--- config.mk ---
export PLATFORM = sky130hd
export DESIGN_NAME = adc_spi_sequencer_flat
export DESIGN_NICKNAME = d
export VERILOG_FILES = /design/src/rtl/adc_spi_sequencer_if.sv /design/src/rtl/adc_spi_sequencer.sv /design/src/flat_wrapper.sv
export SDC_FILE = /design/constraint.sdc
export NUM_CORES = 1
export LEC_CHECK = 0
export BUFFER_PORTS_ARGS = -buffer_cell sky130_fd_sc_hd__buf_2
export CAP_MARGIN = 20
export CORE_MARGIN = 1
export CORE_UTILIZATION = 35
export CTS_BUF_LIST = sky130_fd_sc_hd__clkbuf_4
export CTS_CLUSTER_DIAMETER = 80
export DETAILED_ROUTE_END_ITERATION = 12
export MAX_ROUTING_LAYER = met4
export PLACE_DENSITY = 0.61
export SKIP_LAST_GASP = 1
export SYNTH_ARGS = -nofsm -noshare
export SYNTH_HDL_FRONTEND = slang
export SYNTH_SLANG_ARGS = --single-unit
--- constraint.sdc ---
create_clock -name clk -period 2.8 [get_ports clk]
set_input_delay 0.28 -clock clk [delete_from_list [all_inputs] [get_ports clk]]
set_output_delay 0.28 -clock clk [all_outputs]
set_load 0.01 [all_outputs]
--- src/rtl/adc_spi_sequencer_if.sv ---
// adc_spi_sequencer_if: control, SPI and result bundle for adc_spi_sequencer; ADC_SEQ_DIFF_MODE_EN adds diff_mode
interface adc_spi_sequencer_if #(
  parameter int DATA_W = 12
);
  logic enable;
  logic ready;
  logic adc_convst;
  logic adc_sck;
  logic adc_sdi;
  logic adc_sdo;
  logic [DATA_W-1:0] sample_data;
  logic [2:0] sample_ch;
  logic sample_valid;
  logic scan_done;
`ifdef ADC_SEQ_DIFF_MODE_EN
  logic diff_mode;
  modport master (
    input enable, diff_mode, adc_sdo,
    output ready, adc_convst, adc_sck, adc_sdi, sample_data, sample_ch, sample_valid, scan_done
  );
  modport slave (
    output enable, diff_mode, adc_sdo,
    input ready, adc_convst, adc_sck, adc_sdi, sample_data, sample_ch, sample_valid, scan_done
  );
`else
  modport master (
    input enable, adc_sdo,
    output ready, adc_convst, adc_sck, adc_sdi, sample_data, sample_ch, sample_valid, scan_done
  );
  modport slave (
    output enable, adc_sdo,
    input ready, adc_convst, adc_sck, adc_sdi, sample_data, sample_ch, sample_valid, scan_done
  );
`endif
endinterface

--- src/rtl/adc_spi_sequencer.sv ---
// adc_spi_sequencer: round-robin SPI ADC scanner with pipelined channel select; ADC_SEQ_DIFF_MODE_EN adds differential pair scanning
module adc_spi_sequencer #(
  parameter int NUM_CH = 4,
  parameter int DATA_W = 12,
  parameter int CLK_DIV = 25,
  parameter int CONV_CYCLES = 80
) (
  input logic clk,
  input logic reset,
  adc_spi_sequencer_if.master bus
);
  localparam logic [1:0] IDLE = 2'd0;
  localparam logic [1:0] CONV = 2'd1;
  localparam logic [1:0] XFER = 2'd2;
  localparam logic [1:0] GAP = 2'd3;
  localparam int PAIRS = NUM_CH < 4 ? NUM_CH : 4;
  localparam logic [9:0] CONV_M = 10'(CONV_CYCLES - 1);
  localparam logic [9:0] DIV_M = 10'(CLK_DIV - 1);
  localparam logic [9:0] GAP_M = 10'(2 * CLK_DIV - 1);
  localparam logic [4:0] BIT_M = 5'(DATA_W - 1);
  logic [1:0] state;
  logic [9:0] cnt;
  logic [4:0] bc;
  logic sck;
  logic sdi;
  logic primed;
  logic valid;
  logic done;
  logic sd;
  logic [DATA_W-1:0] rx;
  logic [DATA_W-1:0] tx;
  logic [DATA_W-1:0] word;
  logic [DATA_W-1:0] data;
  logic [2:0] ch_tx;
  logic [2:0] ch_prev;
  logic [2:0] ch_out;
  logic [2:0] last;
  // config word: S/D, O/S(ch0), S1(ch2), S0(ch1), UNI, SLP, then zero padding
  assign word = {sd, ch_tx[0], ch_tx[2], ch_tx[1], 2'b10, {(DATA_W - 6){1'b0}}};
`ifdef ADC_SEQ_DIFF_MODE_EN
  logic diff;
  assign sd = ~diff;
  assign last = diff ? 3'(PAIRS - 1) : 3'(NUM_CH - 1);
  // diff_mode is captured once per scan, when leaving IDLE
  always_ff @(posedge clk or posedge reset) begin
    if (reset) diff <= 1'b0;
    else if (state == IDLE && bus.enable) diff <= bus.diff_mode;
  end
`else
  assign sd = 1'b1;
  assign last = 3'(NUM_CH - 1);
`endif
  assign bus.ready = state == IDLE;
  assign bus.adc_convst = state == CONV;
  assign bus.adc_sck = sck;
  assign bus.adc_sdi = sdi;
  assign bus.sample_data = data;
  assign bus.sample_ch = ch_out;
  assign bus.sample_valid = valid;
  assign bus.scan_done = done;
  // frame sequencer: conversion, SCK/SDI shifting, SDO capture and result publishing
  always_ff @(posedge clk or posedge reset) begin
    if (reset) begin
      state <= IDLE;
      cnt <= '0;
      bc <= '0;
      sck <= 1'b0;
      sdi <= 1'b0;
      primed <= 1'b0;
      valid <= 1'b0;
      done <= 1'b0;
      rx <= '0;
      tx <= '0;
      data <= '0;
      ch_tx <= '0;
      ch_prev <= '0;
      ch_out <= '0;
    end else begin
      valid <= 1'b0;
      done <= 1'b0;
      case (state)
        IDLE: if (bus.enable) state <= CONV;
        CONV: begin
          if (cnt == CONV_M) begin
            state <= XFER;
            cnt <= '0;
            bc <= '0;
            sdi <= word[DATA_W-1];
            tx <= {word[DATA_W-2:0], 1'b0};
          end else begin
            cnt <= cnt + 10'd1;
          end
        end
        XFER: begin
          if (cnt != DIV_M) begin
            cnt <= cnt + 10'd1;
          end else begin
            cnt <= '0;
            sck <= ~sck;
            if (!sck) begin
              rx <= {rx[DATA_W-2:0], bus.adc_sdo};
            end else if (bc == BIT_M) begin
              state <= GAP;
              sdi <= 1'b0;
              valid <= primed;
              done <= primed && ch_prev == last;
              if (primed) data <= rx;
              if (primed) ch_out <= ch_prev;
              ch_prev <= ch_tx;
              ch_tx <= ch_tx == last ? 3'd0 : ch_tx + 3'd1;
              primed <= 1'b1;
            end else begin
              bc <= bc + 5'd1;
              sdi <= tx[DATA_W-1];
              tx <= {tx[DATA_W-2:0], 1'b0};
            end
          end
        end
        GAP: begin
          if (cnt == GAP_M) begin
            cnt <= '0;
            state <= bus.enable ? CONV : IDLE;
            if (!bus.enable) ch_tx <= '0;
            if (!bus.enable) primed <= 1'b0;
          end else begin
            cnt <= cnt + 10'd1;
          end
        end
      endcase
    end
  end
endmodule

--- src/flat_wrapper.sv ---
// flat-port wrapper written by rule: the top's interface ports become plain ports
module adc_spi_sequencer_flat 
#(
  parameter int NUM_CH = 4,
  parameter int DATA_W = 12,
  parameter int CLK_DIV = 25,
  parameter int CONV_CYCLES = 80
)
  (clk, reset, bus_enable, bus_adc_sdo, bus_ready, bus_adc_convst, bus_adc_sck, bus_adc_sdi, bus_sample_data, bus_sample_ch, bus_sample_valid, bus_scan_done);
  adc_spi_sequencer_if #(.DATA_W(DATA_W)) bus_i ();
  input logic clk;
  input logic reset;
  input wire logic [$bits(bus_i.enable)-1:0] bus_enable;
  input wire logic [$bits(bus_i.adc_sdo)-1:0] bus_adc_sdo;
  output wire logic [$bits(bus_i.ready)-1:0] bus_ready;
  output wire logic [$bits(bus_i.adc_convst)-1:0] bus_adc_convst;
  output wire logic [$bits(bus_i.adc_sck)-1:0] bus_adc_sck;
  output wire logic [$bits(bus_i.adc_sdi)-1:0] bus_adc_sdi;
  output wire logic [$bits(bus_i.sample_data)-1:0] bus_sample_data;
  output wire logic [$bits(bus_i.sample_ch)-1:0] bus_sample_ch;
  output wire logic [$bits(bus_i.sample_valid)-1:0] bus_sample_valid;
  output wire logic [$bits(bus_i.scan_done)-1:0] bus_scan_done;
  assign bus_i.enable = bus_enable;
  assign bus_i.adc_sdo = bus_adc_sdo;
  assign bus_ready = bus_i.ready;
  assign bus_adc_convst = bus_i.adc_convst;
  assign bus_adc_sck = bus_i.adc_sck;
  assign bus_adc_sdi = bus_i.adc_sdi;
  assign bus_sample_data = bus_i.sample_data;
  assign bus_sample_ch = bus_i.sample_ch;
  assign bus_sample_valid = bus_i.sample_valid;
  assign bus_scan_done = bus_i.scan_done;
  adc_spi_sequencer #(.NUM_CH(NUM_CH), .DATA_W(DATA_W), .CLK_DIV(CLK_DIV), .CONV_CYCLES(CONV_CYCLES)) u_core (.clk(clk), .reset(reset), .bus(bus_i));
endmodule
==> metrics, run 1 <==
actual slew at the worst max-slew pin 804 ps; startpoint types flop; outcome completed; Die Area 0.00851 mm²; DP Wirelength 3730 µm; commonest non-fill, non-tap cell in the layout dfrtp_1; TNS Setup 0 ps; # H-tree levels 3; RePlAce Congestion around 0.80; pre-CTS setup slack 492 ps; IO buf count 24; routed length per instance approximately 14 µm; Critical Path AT roughly 2600 ps; WS Path Type reg2reg; Net Count, Synth around 260; largest family of logic cells by synthesized area simple AND/OR/NAND/NOR gates; Hold Crit Class in2async; Tmin final around 2300 ps; Slew headroom between 40% and 50%; commonest cells after routing, fill and taps aside dfrtp_1, mux2_2, buf_2; Post-Synth Adder-Cell Area 4.39%; worst r2r path cells 8; cts bufs inserted 9; core footprint 0.00781 mm²; clock sink count 59; Final Total Pwr between 1.5 and 2 mW; xor/xnor cell area share of the yosys netlist under 10%; CTS tree built; share of layout cells above drive strength 1 31.4%; DRC viols 0; Netlist cell types 52; Final WS setup slightly below 500 ps; f_max between 400 and 500 MHz; mux contribution to synthesized area between 10% and 20%; I/O Pins 25; Pins Over Slew Limit 0; initial antenna violation count 0; first-pass GRT wire length 9230 µm; PostCTS Resize Cnt 0; Post-synth EDFFs 0; VDD IR-drop max 0.162 mV; Final Hold Fails 0; pin count of the biggest net entering global routing 40; Final nets approximately 290; Main synth FF type dfrtp_1; asr flop ratio synth 100%; setup bufs post-CTS 0; Synth Area per Inst 11.6 µm²; Yosys warnings 0; clk buf depth 2; Clock Skews about 22 ps; global route overflow 0; First DRT Iteration DRCs 85; DIE WIDTH between 90 and 100 µm; unrepaired setup endpoints after global routing no; Ant. Diodes 0; Final setup viols 0; Worst EP required 3100 ps; Placed Area about 0.0031 mm²; CTS hold repair buffers 0; Power per Cell Area 490 mW/mm²; routed vias/inst between 5 and 6; MaxCap Viol Count 0; worst skew pair latency around 420 ps; Syn Inst Count between 200 and 250; Synth Area in Compound Gates 9.57%; TritonRoute pass-1 iters 4; Root Buffer clkbuf_4; antenna viol nets, final 0; starting density of the core 36.5%; # rows 32; Final Cycle Share between 80 and 90%; Leakage between 1.5 and 2 nW; die height around 90 µm; sequential fraction of the synthesis area 51.8%; Layout area overhead 13.9%; Routed WL 5330 µm; simple-gate share of the synthesized area 15.1%; CP endpoint kind flop; vias in the first global route around 1900; critical path fanouts, max 13; clock-pin slew on the worst setup and hold paths about 110 ps; post-route cell area approximately 0.0032 mm²; Post-Syn Area 0.00285 mm²; FF+latch count, synth between 50 and 60; DR vias approximately 1900; All-Layer GR Usage about 15%
[critical path, cell delays in order (launching register included)]
cell and delay, ps:
dfrtp_1 430, inv_1 110, ha_1 280, buf_4 210, nor2b_1 110, a41oi_1 80
or3_1 560, o31ai_1 290, a211oi_1 120
[layout make-up]
type	instances	area [µm²]
sequential	59	1480
inverter	11	41.3
timing repair buffer	30	165
clock inverter	7	100
fill	769	4560
multi-input combinational	164	1270
clock buffer	9	67.6
tap	102	128
[cells by family after synthesis]
logic type | Yosys count
simple gates | 78
compound gates | 35
xor+xnor | 8
flops | 59
buf+inv | 22
mux | 33
fa+ha+maj | 10
[stage by stage]
stage	utilization, %	hold slack, ps	cells
floorplan	-	432	245
global placement	39.5	472	366
detailed placement	39.5	476	366
CTS	41.6	24.6	382
global route	41.6	60.0	382
finish	41.6	6.93	382
[synth_stat cells (2+ instances only)]
cell type,number,share of area [%]
nor4b_1,2,0.61
o2bb2ai_1,3,0.92
nand2_1,17,2.2
mux2i_1,2,0.70
ha_1,10,4.4
mux2_2,30,12
a21oi_1,4,0.70
buf_2,3,0.53
dfrtp_1,59,52
o41ai_1,2,0.61
and2_1,2,0.44
a211oi_1,3,0.79
nor2_1,16,2.1
o21ai_0,6,1.1
nand3_1,10,1.8
a21o_1,3,0.79
nor3b_1,2,0.53
o31ai_1,4,1.1
nand2b_1,5,1.1
inv_1,11,1.4
or3_1,2,0.44
nor3_1,7,1.2
xnor2_1,7,2.2
o21a_1,2,0.53
buf_6,2,0.79
nor4_1,2,0.44
clkbuf_1,4,0.53
[where the power goes]
group | switching [mW] | leakage [nW] | internal [mW]
clock | 0.352 | 0.0905 | 0.368
combinational | 0.0183 | 0.702 | 0.00268
sequential | 0 | 0.789 | 0.852
[final timing paths]
kind	endpoint	start	slack (ps)
max	u_core.tx[9]	u_core.state[0]	480
min	u_core.bus.sample_data[7]	reset	7
max reg2reg	u_core.tx[9]	u_core.state[0]	480
min reg2reg	u_core.tx[8]	u_core.tx[8]	500
max in group asynchronous	u_core.cnt[8]	reset	1970
min in group clk	u_core.rx[0]	bus_adc_sdo	90
[state kept, by name (all words and copies together) (netlist names)]
register and cells:
u_core.cnt 10, u_core.bus.sample_data 12, u_core.state 2, u_core.bus.adc_sdi 1
u_core.ch_tx 3, u_core.bc 5, u_core.ch_prev 3, u_core.bus.adc_sck 1
u_core.bus.sample_valid 1, u_core.tx 4, u_core.primed 1, u_core.bus.scan_done 1
u_core.rx 12, u_core.bus.sample_ch 3
[routing by layer]
metal	wire length (µm)	up-vias	GRT usage [%]	share of wire, %
li1	-	939	-	-
met1	2500	972	18.2	47
met2	2580	28	21.7	48
met3	177	7	3.48	3.3
met4	79	0	7.94	1.5
met5	0	-	-	0
No activity file was read; power rests on OpenSTA's default activity.
==> inputs of run 2 (changes only) <==
==> constraint.sdc (replaced) <==
create_clock -name clk -period 2.3 [get_ports clk]
set_input_delay 0.23 -clock clk [delete_from_list [all_inputs] [get_ports clk]]
set_output_delay 0.23 -clock clk [all_outputs]
set_load 0.01 [all_outputs]
==> run 2 against run 1 <==
  * Fmax up 7.9%
  * Via count increased by 0.26%
  * Utilization up 1.1 points
  * Worst hold slack better by 39 ps
  * Total power rose by 21%
  * Cell area is 2.6% higher
  * Die area unchanged
  * Register-to-register slack got worse by 330 ps
==> metrics, run 2 (synthesized netlist as in run 1, its figures left out) <==
worst path cell trace or4_4, nor3_2, nand2b_1, o2111ai_2, mux2_4; Slew headroom approximately 56%; Final Cycle Share a little over 90%; routed vias/inst roughly 5.0; clk buf depth 2; Root Buffer clkbuf_4; CP peak stage delay 630 ps; commonest cells after routing, fill and taps aside dfrtp_1, mux2_2, buf_2; antenna viol nets, final 0; startpoint types flop; Tmin final around 2200 ps; Die Area between 0.008 and 0.009 mm²; WS Path Type reg2reg; Pins Over Slew Limit 0; vias in the first global route ~2000; initial antenna violation count 0; Power per Cell Area a little under 600 mW/mm²; final cell count without fillers 388; placed insts roughly 370; CP max stage cell or4_4; pin count of the biggest net entering global routing 31; global route overflow 0; TritonRoute pass-1 iters 4; Final Hold Fails 0; DRC viols 0; # rows 32; setup bufs post-CTS 0; All-Layer GR Usage around 15%; Final setup viols 0; Leakage roughly 1.6 nW; clock-pin slew on the worst setup and hold paths 120 ps; unrepaired setup endpoints after global routing no; core footprint 0.00781 mm²; RePlAce Congestion 0.848; routed length per instance around 14 µm; DR vias 1951; actual slew at the worst max-slew pin between 600 and 700 ps; Ant. Diodes 0; critical path fanouts, max 9; clock sink count between 50 and 60; Clock Skews approximately 23 ps; starting density of the core ~37%; hold depth 2; DP Wirelength around 3700 µm; f_max roughly 470 MHz; cts bufs inserted 9; DIE WIDTH just over 90 µm; worst r2r path cells 5; share of layout cells above drive strength 1 approximately a third; I/O Pins 25; Layout area overhead 16.8%; Worst EP required about 2600 ps; First DRT Iteration DRCs 55; CP endpoint kind flop; IO buf count 24; VDD IR-drop max between 0.2 and 0.3 mV; die height 92.3 µm; first-pass GRT wire length approximately 9500 µm; worst skew pair latency ~400 ps; commonest non-fill, non-tap cell in the layout dfrtp_1; MaxCap Viol Count 0; Hold Crit Class in2reg; # H-tree levels 3; CTS tree built; final core occ between 40% and 50%; Routed WL ~5300 µm; Final Total Pwr between 1.5 and 2 mW; Critical Path AT ~2500 ps; TNS Setup 0 ps; register-to-register path setup slack between 100 and 150 ps; outcome completed; Final nets 295
## run 2: final timing paths
kind / from / end
max: u_core.cnt[5] / u_core.state[1]
min: bus_adc_sdo / u_core.rx[0]
max reg2reg: u_core.cnt[5] / u_core.state[1]
min reg2reg: u_core.tx[8] / u_core.tx[8]
max in group asynchronous: reset / u_core.tx[9]
min in group asynchronous: reset / u_core.bus.sample_data[10]
## run 2: final cells by class
class                           instances  area (µm²)
Sequential cell                        59        1480
Fill cell                             753        4480
Tap cell                              102         128
Clock inverter                          7         100
Inverter                               11        41.3
Timing Repair Buffer                   36         238
Multi-Input combinational cell        164        1280
Clock buffer                            9        67.6
## run 2: worst max-delay path, delay by kind of cell, from the launching register on
kind               cells  cell delay, ps
and+or+nand+nor        3            1060
DFF                    1             500
muxes                  1             330
AOI/OAI and AO/OA      1             170
## run 2: power by group
part	internal [mW]	switching [mW]	leakage (nW)
clock	0.450	0.414	0.0909
sequential	1.04	0	0.789
combinational	0.00669	0.0226	0.739
## run 2: timing repair
| action | in CTS | in global routing |
|---|---|---|
| endpoints found under the setup margin | 0 | 4 |
| resized for setup | 0 | 2 |
| hold endpoints to repair | 29 | 0 |
| hold buffers | 1 | 0 |
## run 2: per-layer routing
| metal | up-vias | global-route usage, % | routed length [µm] |
|---|---|---|---|
| li1 | 960 | - | - |
| met3 | 5 | 4.48 | 181 |
| met4 | 0 | 4.69 | 56 |
| met1 | 963 | 19.6 | 2640 |
| met5 | - | - | 0 |
| met2 | 23 | 21.6 | 2430 |
## run 2: per-stage QoR
| step | hold slack, ps | worst slack [ps] | cell area (µm²) |
|---|---|---|---|
| finish | 46.3 | 150 | 3330 |
| detailed placement | 364 | 141 | 3140 |
| floorplan | 382 | 140 | 2850 |
| global route | 5.39 | 40.5 | 3330 |
| CTS | 25.9 | 113 | 3320 |
| global placement | 360 | 162 | 3140 |
==> inputs of run 3 (changes only) <==
==> constraint.sdc (replaced) <==
create_clock -name clk -period 2.3 [get_ports clk]
set_input_delay 0.23 -clock clk [delete_from_list [all_inputs] [get_ports clk]]
set_output_delay 0.23 -clock clk [all_outputs]
set_load 0.1 [all_outputs]
==> run 3 against run 2 <==
  * Worst hold slack improved by 6.1 ps
  * Critical path type unchanged
  * Die area did not move
  * Clock-buffer cell count did not move
  * Largest power group unchanged
==> metrics, run 3 (synthesized netlist as in run 1, its figures left out) <==
Tmin final approximately 2200 ps; Power per Cell Area 580 mW/mm²; commonest cells after routing, fill and taps aside dfrtp_1, mux2_2, buf_2; # H-tree levels 3; clock sink count 59; initial antenna violation count 0; I/O Pins 25; Clock Skews roughly 14 ps; clk buf depth 2; share of layout cells above drive strength 1 approximately a third; DR vias roughly 2000; Root Buffer clkbuf_4; Final Cycle Share between 90 and 100%; cts bufs inserted 9; Final setup viols 0; Die Area roughly 0.0085 mm²; actual slew at the worst max-slew pin around 630 ps; switch share approximately 23%; clock-pin slew on the worst setup and hold paths 120 ps; Final WS setup between 100 and 150 ps; # rows 32; core footprint about 0.008 mm²; Reg power frac 53.7%; startpoint types flop; Final nets between 200 and 300; Routed WL roughly 5400 µm; switching power total around 440 µW; critical path fanouts, max 17; clock share of power 44.9%; First DRT Iteration DRCs 96; TritonRoute pass-1 iters 4; CP peak stage delay approximately 430 ps; global route overflow 0; unrepaired setup endpoints after global routing no; TNS Setup 0 ps; All-Layer GR Usage between 10% and 20%; pin count of the biggest net entering global routing 30; routed vias/inst between 4 and 5; first-pass GRT wire length approximately 9500 µm; routed length per instance ~14 µm; worst skew pair latency 400 ps; DRC viols 0; Ant. Diodes 0; commonest non-fill, non-tap cell in the layout dfrtp_1; WS Path Type reg2reg; Hold WS ~52 ps; VDD IR-drop max about 0.25 mV; outcome completed; CP max stage cell dfrtp_1; Hold Crit Class in2reg; MaxCap Viol Count 0; Slew headroom between 50% and 60%; DIE WIDTH between 90 and 100 µm; die height between 90 and 100 µm; Fillers 755; DP Wirelength approximately 3800 µm; IO buf count 24; starting density of the core between 30% and 40%; vias in the first global route ~2000; pre-CTS setup slack 155 ps; Pins Over Slew Limit 0; Critical Path AT between 2000 and 2500 ps; f_max approximately 460 MHz; CP endpoint kind flop; antenna viol nets, final 0; worst path cell trace ha_1, nor4bb_1, nand2_1, nor2_2, and2_1, buf_12, mux2_2; Leakage 1.62 nW; RePlAce Congestion ~0.84; CTS tree built; Layout area overhead 16.8%; Internal about 1.5 mW; Comb pwr share ~1.5%; Final Hold Fails 0; Worst EP required roughly 2600 ps
==> run 3: cell types whose count changed in the layout (fill, tap and decap cells not counted), sizes merged <==
cell	previous run	this run
buf	35	37
==> run 3: per-stage QoR <==
step	instance area [µm²]	util, %	cells	total power, mW
after floorplan	2850	-	245	1.07
after global placement	3150	40.3	373	1.09
after detailed placement	3150	40.3	373	1.09
after CTS	3330	42.6	390	1.96
after global routing	3330	42.7	390	2.01
final	3330	42.7	390	1.93
==> run 3: routing by layer <==
layer	vias to the layer above	routed length, µm	part of all wire (%)	global-route usage [%]
met5	-	0	0	-
met4	0	133	2.5	8.46
met3	12	139	2.6	3.23
met2	32	2520	47	22.4
met1	950	2600	48	18.9
li1	954	-	-	-
==> run 3: power by group through the flow <==
stage | logic (mW) | clock network [mW] | registers (mW)
2_1_floorplan | 0.0157 | 0 | 1.06
3_3_place_gp | 0.0291 | 0 | 1.06
3_5_place_dp | 0.0299 | 0 | 1.06
4_1_cts | 0.0313 | 0.893 | 1.04
5_1_grt | 0.0346 | 0.937 | 1.04
6_report | 0.0285 | 0.867 | 1.04
==> run 3: repair_timing <==
| item | in CTS | in global routing |
|---|---|---|
| endpoints found under the hold margin | 27 | 0 |
| endpoints found under the setup margin | 0 | 4 |
| resized for setup | 0 | 1 |
| hold buffers | 1 | 0 |
| buffers inserted | 0 | 0 |
==> run 3: worst paths after layout <==
| check | startpoint | endpoint | slack [ps] | cells after the start |
|---|---|---|---|---|
| max in group asynchronous | reset | u_core.bus.sample_data[4] | 1190 | 4 |
| min reg2reg | u_core.primed | u_core.primed | 490 | 1 |
| min in group asynchronous | reset | u_core.bus.sample_data[11] | 440 | 3 |
| max reg2reg | u_core.bc[0] | u_core.bus.sample_data[6] | 150 | 7 |
| max | u_core.bc[0] | u_core.bus.sample_data[6] | 150 | 7 |
| min | bus_adc_sdo | u_core.rx[0] | 50 | 2 |
==> run 3: final cells by class <==
class                   count  area [µm²]  area share (%)
flip-flops and latches     59        1480            44.3
multi-input cells         164        1280            38.4
well taps                 102         128            3.83
clock inverters             7         100            3.01
clock buffers               9        67.6            2.03
repair buffers             38         240            7.21
inverters                  11        41.3            1.24
==> run 3: worst max-delay path, delay by kind of cell, from the launching register on <==
family,cells,cell delay (ps)
and+or+nand+nor,4,850
DFF,1,430
muxes,1,340
adders and majority gates,1,240
buffers and inverters,1,160
